<file path="src/rtl/pipeline_ctrl_pkg.sv">
// Shared definitions for the pipeline stall/flush/redirect controller.
// Latency: n/a (types and constants only).
// Backpressure: n/a.
package pipe_ctrl_defs;

  // Bit positions in stall_o/bubble_o. Each name is the stage that register feeds.
  // PC, IF/ID, ID/EX, EX/MEM, MEM/WB.
  localparam int PC_S      = 0;
  localparam int ID_S      = 1;
  localparam int EX_S      = 2;
  localparam int MEM_S     = 3;
  localparam int WB_S      = 4;
  localparam int STAGE_NUM = 5;

  typedef logic [STAGE_NUM-1:0] stage_vec_t;

  // IDLE: no redirect owed. PEND: a branch target is waiting for the PC to unfreeze.
  typedef enum logic {
    IDLE = 1'b0,
    PEND = 1'b1
  } ctrl_state_e;

endpackage

</file>
<file path="src/rtl/pipeline_ctrl_if.sv">
// Pipeline-to-controller bundle: stall requests and redirects in, hold/bubble/redirect out.
// Latency: n/a (wires only).
// Backpressure: n/a.
interface pipeline_ctrl_if #(
  parameter int ADDR_W = 32
);
  import pipe_ctrl_defs::*;

  logic              if_stallreq_i;
  logic              id_stallreq_i;
  logic              ex_stallreq_i;
  logic              mem_stallreq_i;
  logic              id_branch_flag_i;
  logic [ADDR_W-1:0] id_branch_tgt_i;
  logic              excp_flush_i;
  logic [ADDR_W-1:0] excp_tgt_i;
  stage_vec_t        stall_o;
  stage_vec_t        bubble_o;
  logic              redirect_o;
  logic [ADDR_W-1:0] redirect_pc_o;
  logic              if_id_instr_invalid_o;
  logic              hang_o;

  // Pipeline side: raises requests, obeys hold/bubble/redirect.
  modport master (
    output if_stallreq_i, id_stallreq_i, ex_stallreq_i, mem_stallreq_i,
    output id_branch_flag_i, id_branch_tgt_i, excp_flush_i, excp_tgt_i,
    input  stall_o, bubble_o, redirect_o, redirect_pc_o, if_id_instr_invalid_o, hang_o
  );

  // Controller side.
  modport slave (
    input  if_stallreq_i, id_stallreq_i, ex_stallreq_i, mem_stallreq_i,
    input  id_branch_flag_i, id_branch_tgt_i, excp_flush_i, excp_tgt_i,
    output stall_o, bubble_o, redirect_o, redirect_pc_o, if_id_instr_invalid_o, hang_o
  );

endinterface

</file>
<file path="src/rtl/pipeline_ctrl_stall_watchdog.sv">
// Counts consecutive stalled cycles and raises a sticky hang flag at TIMEOUT.
// Latency: hang_o registers on the same edge the count reaches TIMEOUT.
// Backpressure: none; observes stall activity only.
module stall_watchdog #(
  parameter int TIMEOUT = 1024
) (
  input  logic clk,
  input  logic rst,
  input  logic stall_any_i,
  output logic hang_o
);

  localparam int CNT_W = $clog2(TIMEOUT + 1);
  localparam logic [CNT_W-1:0] CNT_MAX = CNT_W'(TIMEOUT);

  logic [CNT_W-1:0] cnt_q, cnt_d;
  logic             hang_q, hang_d;

  // Count stalled cycles, saturating; any free-running cycle restarts the count.
  always_comb begin
    cnt_d  = cnt_q;
    hang_d = hang_q;
    if (!stall_any_i) begin
      cnt_d = '0;
    end else if (cnt_q != CNT_MAX) begin
      cnt_d = cnt_q + 1'b1;
    end
    if (cnt_d == CNT_MAX) begin
      hang_d = 1'b1;
    end
  end

  // Counter and sticky flag registers.
  always_ff @(posedge clk) begin
    if (rst) begin
      cnt_q  <= '0;
      hang_q <= 1'b0;
    end else begin
      cnt_q  <= cnt_d;
      hang_q <= hang_d;
    end
  end

  assign hang_o = hang_q;

endmodule

</file>
<file path="src/rtl/pipeline_ctrl.sv">
// Stall merge, branch/exception redirect sequencing and wrong-path fetch squash for the 5-stage pipe.
// Latency: stall/bubble/redirect are combinational; a branch seen while the PC is held redirects on PC release.
// Backpressure: a branch presented while IF/ID is held is ignored and must be re-presented by ID.
module pipeline_ctrl
  import pipe_ctrl_defs::*;
#(
  parameter int ADDR_W        = 32,
  parameter int SQUASH_CYCLES = 2,
  parameter int STALL_TIMEOUT = 1024
) (
  input  logic            clk,
  input  logic            rst,
  pipeline_ctrl_if.slave  ctl
);

  localparam int SQ_W = $clog2(SQUASH_CYCLES + 1);
  localparam logic [SQ_W-1:0] SQ_LOAD = SQ_W'(SQUASH_CYCLES);

  ctrl_state_e       state_q, state_d;
  logic [ADDR_W-1:0] pend_tgt_q, pend_tgt_d;
  logic [SQ_W-1:0]   squash_q, squash_d;

  stage_vec_t        stall, bubble;
  logic              redirect;
  logic [ADDR_W-1:0] redirect_pc;
  logic              branch_acc;
  logic              hang;

  // Stall merge: the deepest requesting stage holds everything upstream of it and
  // bubbles the register just downstream. Exceptions override and flush everything.
  always_comb begin
    stall  = '0;
    bubble = '0;
    if (rst) begin
      stall  = '0;
      bubble = '0;
    end else if (ctl.excp_flush_i) begin
      bubble = '1;
      bubble[PC_S] = 1'b0;
    end else if (ctl.mem_stallreq_i) begin
      stall[PC_S]  = 1'b1;
      stall[ID_S]  = 1'b1;
      stall[EX_S]  = 1'b1;
      stall[MEM_S] = 1'b1;
      bubble[WB_S] = 1'b1;
    end else if (ctl.ex_stallreq_i) begin
      stall[PC_S]   = 1'b1;
      stall[ID_S]   = 1'b1;
      stall[EX_S]   = 1'b1;
      bubble[MEM_S] = 1'b1;
    end else if (ctl.id_stallreq_i) begin
      stall[PC_S]  = 1'b1;
      stall[ID_S]  = 1'b1;
      bubble[EX_S] = 1'b1;
    end else if (ctl.if_stallreq_i) begin
      stall[PC_S]  = 1'b1;
      bubble[ID_S] = 1'b1;
    end
  end

  assign branch_acc = ctl.id_branch_flag_i & ~stall[ID_S];

  // Redirect FSM: exception wins; otherwise a taken branch redirects now if the PC
  // is free, else its target is parked until the PC unfreezes.
  always_comb begin
    state_d     = state_q;
    pend_tgt_d  = pend_tgt_q;
    redirect    = 1'b0;
    redirect_pc = '0;
    if (!rst) begin
      if (ctl.excp_flush_i) begin
        redirect    = 1'b1;
        redirect_pc = ctl.excp_tgt_i;
        state_d     = IDLE;
      end else begin
        case (state_q)
          IDLE: begin
            if (branch_acc) begin
              if (!stall[PC_S]) begin
                redirect    = 1'b1;
                redirect_pc = ctl.id_branch_tgt_i;
              end else begin
                pend_tgt_d = ctl.id_branch_tgt_i;
                state_d    = PEND;
              end
            end
          end
          PEND: begin
            // ID only holds the wrong-path NOP here, so any branch flag is stale.
            if (!stall[PC_S]) begin
              redirect    = 1'b1;
              redirect_pc = pend_tgt_q;
              state_d     = IDLE;
            end
          end
          default: state_d = IDLE;
        endcase
      end
    end
  end

  // Squash counter: reloaded (not accumulated) by every redirect, then counts down
  // one per fetch slot actually consumed while the PC advances.
  always_comb begin
    squash_d = squash_q;
    if (redirect) begin
      squash_d = SQ_LOAD;
    end else if ((squash_q != '0) && !stall[PC_S]) begin
      squash_d = squash_q - 1'b1;
    end
  end

  // Controller state registers.
  always_ff @(posedge clk) begin
    if (rst) begin
      state_q    <= IDLE;
      pend_tgt_q <= '0;
      squash_q   <= '0;
    end else begin
      state_q    <= state_d;
      pend_tgt_q <= pend_tgt_d;
      squash_q   <= squash_d;
    end
  end

  stall_watchdog #(
    .TIMEOUT (STALL_TIMEOUT)
  ) u_watchdog (
    .clk         (clk),
    .rst         (rst),
    .stall_any_i (|stall),
    .hang_o      (hang)
  );

  assign ctl.stall_o               = stall;
  assign ctl.bubble_o              = bubble;
  assign ctl.redirect_o            = redirect;
  assign ctl.redirect_pc_o         = redirect_pc;
  assign ctl.if_id_instr_invalid_o = ~rst & (redirect | (squash_q != '0));
  assign ctl.hang_o                = ~rst & hang;

endmodule
</file>
<file path="src/flat_wrapper.sv">
// flat-port wrapper written by rule: the top's interface ports become plain ports
module pipeline_ctrl_flat import pipe_ctrl_defs::*;
#(
  parameter int ADDR_W        = 32,
  parameter int SQUASH_CYCLES = 2,
  parameter int STALL_TIMEOUT = 1024
)
  (clk, rst, ctl_if_stallreq_i, ctl_id_stallreq_i, ctl_ex_stallreq_i, ctl_mem_stallreq_i, ctl_id_branch_flag_i, ctl_id_branch_tgt_i, ctl_excp_flush_i, ctl_excp_tgt_i, ctl_stall_o, ctl_bubble_o, ctl_redirect_o, ctl_redirect_pc_o, ctl_if_id_instr_invalid_o, ctl_hang_o);
  pipeline_ctrl_if #(.ADDR_W(ADDR_W)) ctl_i ();
  input  logic clk;
  input  logic rst;
  input wire logic [$bits(ctl_i.if_stallreq_i)-1:0] ctl_if_stallreq_i;
  input wire logic [$bits(ctl_i.id_stallreq_i)-1:0] ctl_id_stallreq_i;
  input wire logic [$bits(ctl_i.ex_stallreq_i)-1:0] ctl_ex_stallreq_i;
  input wire logic [$bits(ctl_i.mem_stallreq_i)-1:0] ctl_mem_stallreq_i;
  input wire logic [$bits(ctl_i.id_branch_flag_i)-1:0] ctl_id_branch_flag_i;
  input wire logic [$bits(ctl_i.id_branch_tgt_i)-1:0] ctl_id_branch_tgt_i;
  input wire logic [$bits(ctl_i.excp_flush_i)-1:0] ctl_excp_flush_i;
  input wire logic [$bits(ctl_i.excp_tgt_i)-1:0] ctl_excp_tgt_i;
  output wire logic [$bits(ctl_i.stall_o)-1:0] ctl_stall_o;
  output wire logic [$bits(ctl_i.bubble_o)-1:0] ctl_bubble_o;
  output wire logic [$bits(ctl_i.redirect_o)-1:0] ctl_redirect_o;
  output wire logic [$bits(ctl_i.redirect_pc_o)-1:0] ctl_redirect_pc_o;
  output wire logic [$bits(ctl_i.if_id_instr_invalid_o)-1:0] ctl_if_id_instr_invalid_o;
  output wire logic [$bits(ctl_i.hang_o)-1:0] ctl_hang_o;
  assign ctl_i.if_stallreq_i = ctl_if_stallreq_i;
  assign ctl_i.id_stallreq_i = ctl_id_stallreq_i;
  assign ctl_i.ex_stallreq_i = ctl_ex_stallreq_i;
  assign ctl_i.mem_stallreq_i = ctl_mem_stallreq_i;
  assign ctl_i.id_branch_flag_i = ctl_id_branch_flag_i;
  assign ctl_i.id_branch_tgt_i = ctl_id_branch_tgt_i;
  assign ctl_i.excp_flush_i = ctl_excp_flush_i;
  assign ctl_i.excp_tgt_i = ctl_excp_tgt_i;
  assign ctl_stall_o = ctl_i.stall_o;
  assign ctl_bubble_o = ctl_i.bubble_o;
  assign ctl_redirect_o = ctl_i.redirect_o;
  assign ctl_redirect_pc_o = ctl_i.redirect_pc_o;
  assign ctl_if_id_instr_invalid_o = ctl_i.if_id_instr_invalid_o;
  assign ctl_hang_o = ctl_i.hang_o;
  pipeline_ctrl #(.ADDR_W(ADDR_W), .SQUASH_CYCLES(SQUASH_CYCLES), .STALL_TIMEOUT(STALL_TIMEOUT)) u_core (.clk(clk), .rst(rst), .ctl(ctl_i));
endmodule
</file>
<file path="config.mk">
export PLATFORM = sky130hd
export DESIGN_NAME = pipeline_ctrl_flat
export DESIGN_NICKNAME = d
export VERILOG_FILES = /design/src/rtl/pipeline_ctrl_pkg.sv /design/src/rtl/pipeline_ctrl_if.sv /design/src/rtl/pipeline_ctrl_stall_watchdog.sv /design/src/rtl/pipeline_ctrl.sv /design/src/flat_wrapper.sv
export SDC_FILE = /design/constraint.sdc
export NUM_CORES = 1
export LEC_CHECK = 0
export ABC_AREA = 1
export BUFFER_PORTS_ARGS = -buffer_cell sky130_fd_sc_hd__buf_2
export CAP_MARGIN = 25
export CORE_MARGIN = 5
export CORE_UTILIZATION = 40
export CTS_BUF_LIST = sky130_fd_sc_hd__clkbuf_4
export DETAILED_ROUTE_END_ITERATION = 8
export PLACE_DENSITY = 0.76
export SETUP_SLACK_MARGIN = 0.5
export SLEW_MARGIN = 20
export SYNTH_ARGS = -nofsm -noshare
export SYNTH_HDL_FRONTEND = slang
export SYNTH_HIERARCHICAL = 1
export SYNTH_SLANG_ARGS = --single-unit
</file>
<file path="constraint.sdc">
create_clock -name clk -period 1.41 [get_ports clk]
set_input_delay 0.3525 -clock clk [delete_from_list [all_inputs] [get_ports clk]]
set_output_delay 0.3525 -clock clk [all_outputs]
set_load 0.03 [all_outputs]
</file>
==> impl_results.md <==
* Critical path destination: ctl_redirect_pc_o[13]
* Post-synth top flop: dfxtp_1
* Fin Setup TNS at -25950 ps
* Pre-CTS setup slack at -433 ps
* Reg2reg start: u_core/state_q
* Leak at 3.08 nW
* CTS Buf Count at 5
* # Max-Cap Violations at 0
* Failing checks: setup timing
* Syn Inst Count at 558
* R2r worst-path depth at 10
* Vias in the first global route at 4600
* Fin util at 0.738
* CP top delay family: buffers and inverters
* Reg2Reg Setup Slack at -250 ps
* Starting Density at 0.410
* Fin nets at 805
* Final period util at 1.41
* Mapped Area at 3370 sq um
* # rows at 33
* Pin count of the biggest net entering global routing at 31
* Final setup viols at 76
* Total Power at 3.43 mW
* PD cells at 566 nW/um^2
* I/O Buffers at 114
* Clk root buf: clkbuf_4
* Max Buffers Root-to-Sink at 2
* Vias at 4747
* First-pass GRT wire length at 21.4 mm
* CP startpoint kind: flip-flop
* Post-route cell area at 6060 sq um
* Min cycle time layout at 1980 ps
* Critical path origin: u_core/state_q
* CP Max Fanout at 5
* Buf/Inv on CP at 4
* DRC Markers at 0
* Slew Viols, Final at 0
* RSZ-0062 raised after global routing: true
* Post-Route WL at 15.7 mm
* CTS clk-pin slew, worst paths at 150 ps
* Crit path required time at 1060 ps
* Synth-to-layout area growth at 80.0%
* Sequential element share of the synthesized area at 0.279
* Fmax at 0.504 GHz
* Slowest stage delay, CP at 390 ps
* Critical path's slowest cell: dfxtp_4
* DR iter-0 viols at 484
* Hold Worst Slack at 179 ps
* Placement Cell Area at 4510 sq um
* Worst Clk Skew at 21.9 ps
* Gr usage total at 0.258
* CTS tree: yes
* Worst-Skew Late Latency at 410 ps
* GRT overflow at 0
* Number of cells on the critical path at 8
* Post-route setup slack at -575 ps
* Synthesis Warnings at 6
* Post-DP HPWL at 7.73 mm
* Share of layout cells above drive strength 1 at 0.562
* Die Ht at 102 microns
* Initial antenna violation count at 0
* Iteration count of the initial detailed-routing pass at 5
* Filler cells at 508
* Core ar. at 8220 sq um
* Synth cell types at 32
* Worst R2R End: u_core/pend_tgt_q[10]
* #FFs+latches synth at 47
* Die Width at 102 microns
* I/O Pins at 117
* Syn_area_per_cell at 6.03 sq um
* # diodes at 0
* Placed instance count at 788
* Post-DR vias/cell at 5.69
* WL/cell at 18.8 microns
* Die area at 10400 sq um
* Antenna-violating nets left at 0
* Asr flop ratio synth at 0
* H-tree levels at 2
* Finished Layout Cells at 835
* Status: complete, but fails checks
* CP Cell Sequence: nor2_4 > buf_6 > buf_16 > nand3_1 > nand3_1 > nand2_1 > inv_2 > buf_6
* Final hold viol count at 0
* Crit Path Class: flip-flop to output port
* Tightest Hold Check Type: input pin to flip-flop
* VDD IR max at 0.000368 V
* Routability cong. at 0.902
* Post-synth EDFFs at 0
* Clock Sinks at 47
* Critical Path Sink Type: output port
* Data arrival, critical path at 1630 ps
-- worst register-to-register path: stages, from the launching register on --
cell,delay [ps]
dfxtp_4,390
nor2_4,110
buf_6,160
buf_16,120
buf_6,90
nand2_4,60
nor2_8,180
buf_12,200
inv_16,80
nor2_2,100
nor2_1,70
-- cell families (layout without fill, tap and decap cells) --
family,after synthesis,count (layout),synth area share
buffers and inverters,100,271,0.138
xor gates and xnor gates,3,3,0.0100
other,1,2,0.00111
AOI/OAI and AO/OA,41,41,0.0654
DFF,47,47,0.279
adders and majority gates,3,3,0.0111
and+or+nand+nor,363,363,0.495
-- state kept, by name, summed over array words and instances (netlist names) --
register and count:
u_core/u_watchdog/hang_o 1, u_core/u_watchdog/cnt_q 11, u_core/state_q 1, u_core/squash_q 2, u_core/pend_tgt_q 32
-- final cells by class --
cell class,instances,area [sq um],area share
multi-input cells,412,2580,0.426
repair buffers,201,2010,0.332
flip-flops and latches,47,980,0.162
inverters,61,269,0.0444
well taps,105,131,0.0217
clock buffers,5,37.5,0.00619
repair inverters,2,36.3,0.00599
clock inverters,2,13.8,0.00227
-- how the worst min path moves through the flow --
stage | from | endpoint | cells past startpoint
2_1_floorplan | u_core/u_watchdog/hang_o | u_core/u_watchdog/hang_o | 2
3_3_place_gp | u_core/u_watchdog/hang_o | u_core/u_watchdog/hang_o | 2
3_5_place_dp | u_core/u_watchdog/hang_o | u_core/u_watchdog/hang_o | 2
4_1_cts | ctl_id_branch_tgt_i[24] | u_core/pend_tgt_q[24] | 3
5_1_grt | ctl_id_branch_tgt_i[18] | u_core/pend_tgt_q[18] | 3
6_report | ctl_id_branch_tgt_i[3] | u_core/pend_tgt_q[3] | 3
-- power by group --
group          internal (mW)  switching, mW  leakage [nW]
Sequential              1.33         0.0101         0.389
Clock                  0.187          0.518        0.0310
Combinational          0.626          0.766          2.66
-- cells in the final DEF, fill, tap and decap left out, types with 2 or more instances in the layout --
| cell | netlist | layout |
|---|---|---|
| nand3_2 | 5 | 30 |
| inv_2 | 2 | 43 |
| dfxtp_4 | 0 | 9 |
| inv_4 | 1 | 2 |
| dfxtp_1 | 47 | 34 |
| nor2_8 | 2 | 2 |
| nor2_1 | 86 | 48 |
| nand3_1 | 115 | 85 |
| buf_12 | 0 | 15 |
| buf_16 | 0 | 4 |
| buf_4 | 3 | 32 |
| nand2_2 | 6 | 20 |
| dfxtp_2 | 0 | 4 |
| a21oi_4 | 0 | 4 |
| o21ai_2 | 2 | 4 |
| nor2_4 | 4 | 19 |
| conb_1 | 1 | 2 |
| clkbuf_4 | 0 | 5 |
| ha_4 | 0 | 2 |
| xor2_2 | 1 | 2 |
| nand2_1 | 127 | 104 |
| nand2_4 | 0 | 9 |
| o21ai_0 | 22 | 14 |
| buf_2 | 10 | 67 |
| nor2_2 | 12 | 35 |
| nand3_4 | 0 | 5 |
| o21ai_1 | 10 | 15 |
| bufbuf_16 | 0 | 3 |
| nor3_4 | 0 | 3 |
| inv_1 | 58 | 13 |
| buf_6 | 7 | 75 |
| buf_8 | 0 | 4 |
-- metal layers --
metal,up-vias,track usage,share of wire
met1,2157,0.292,0.36
met5,-,0,0
li1,2102,-,-
met2,375,0.464,0.47
met4,0,0.126,0.066
met3,113,0.0482,0.10
-- repair_timing --
item / 4_1_cts / 5_1_grt
setup endpoints to repair: 90 / 90
pin swaps: 35 / 43
cloned: 8 / 2
hold buffers: 0 / 0
gates resized for setup: 203 / 96
setup buffers: 19 / 11
-- synth_stat cells (3+ instances only) --
| cell | count | share of area |
|---|---|---|
| nor2_4 | 4 | 0.013 |
| dfxtp_1 | 47 | 0.28 |
| o21ai_0 | 22 | 0.033 |
| buf_2 | 10 | 0.015 |
| nand2_2 | 6 | 0.011 |
| inv_1 | 58 | 0.065 |
| buf_1 | 10 | 0.011 |
| nor2_1 | 86 | 0.096 |
| nor2_2 | 12 | 0.022 |
| clkbuf_1 | 8 | 0.0089 |
| nand3_2 | 5 | 0.015 |
| a21oi_1 | 4 | 0.0059 |
| nand3_1 | 115 | 0.17 |
| buf_6 | 7 | 0.023 |
| ha_1 | 3 | 0.011 |
| nand2_1 | 127 | 0.14 |
| buf_4 | 3 | 0.0067 |
| o21ai_1 | 10 | 0.015 |
Power figures use the tool's default switching activity.
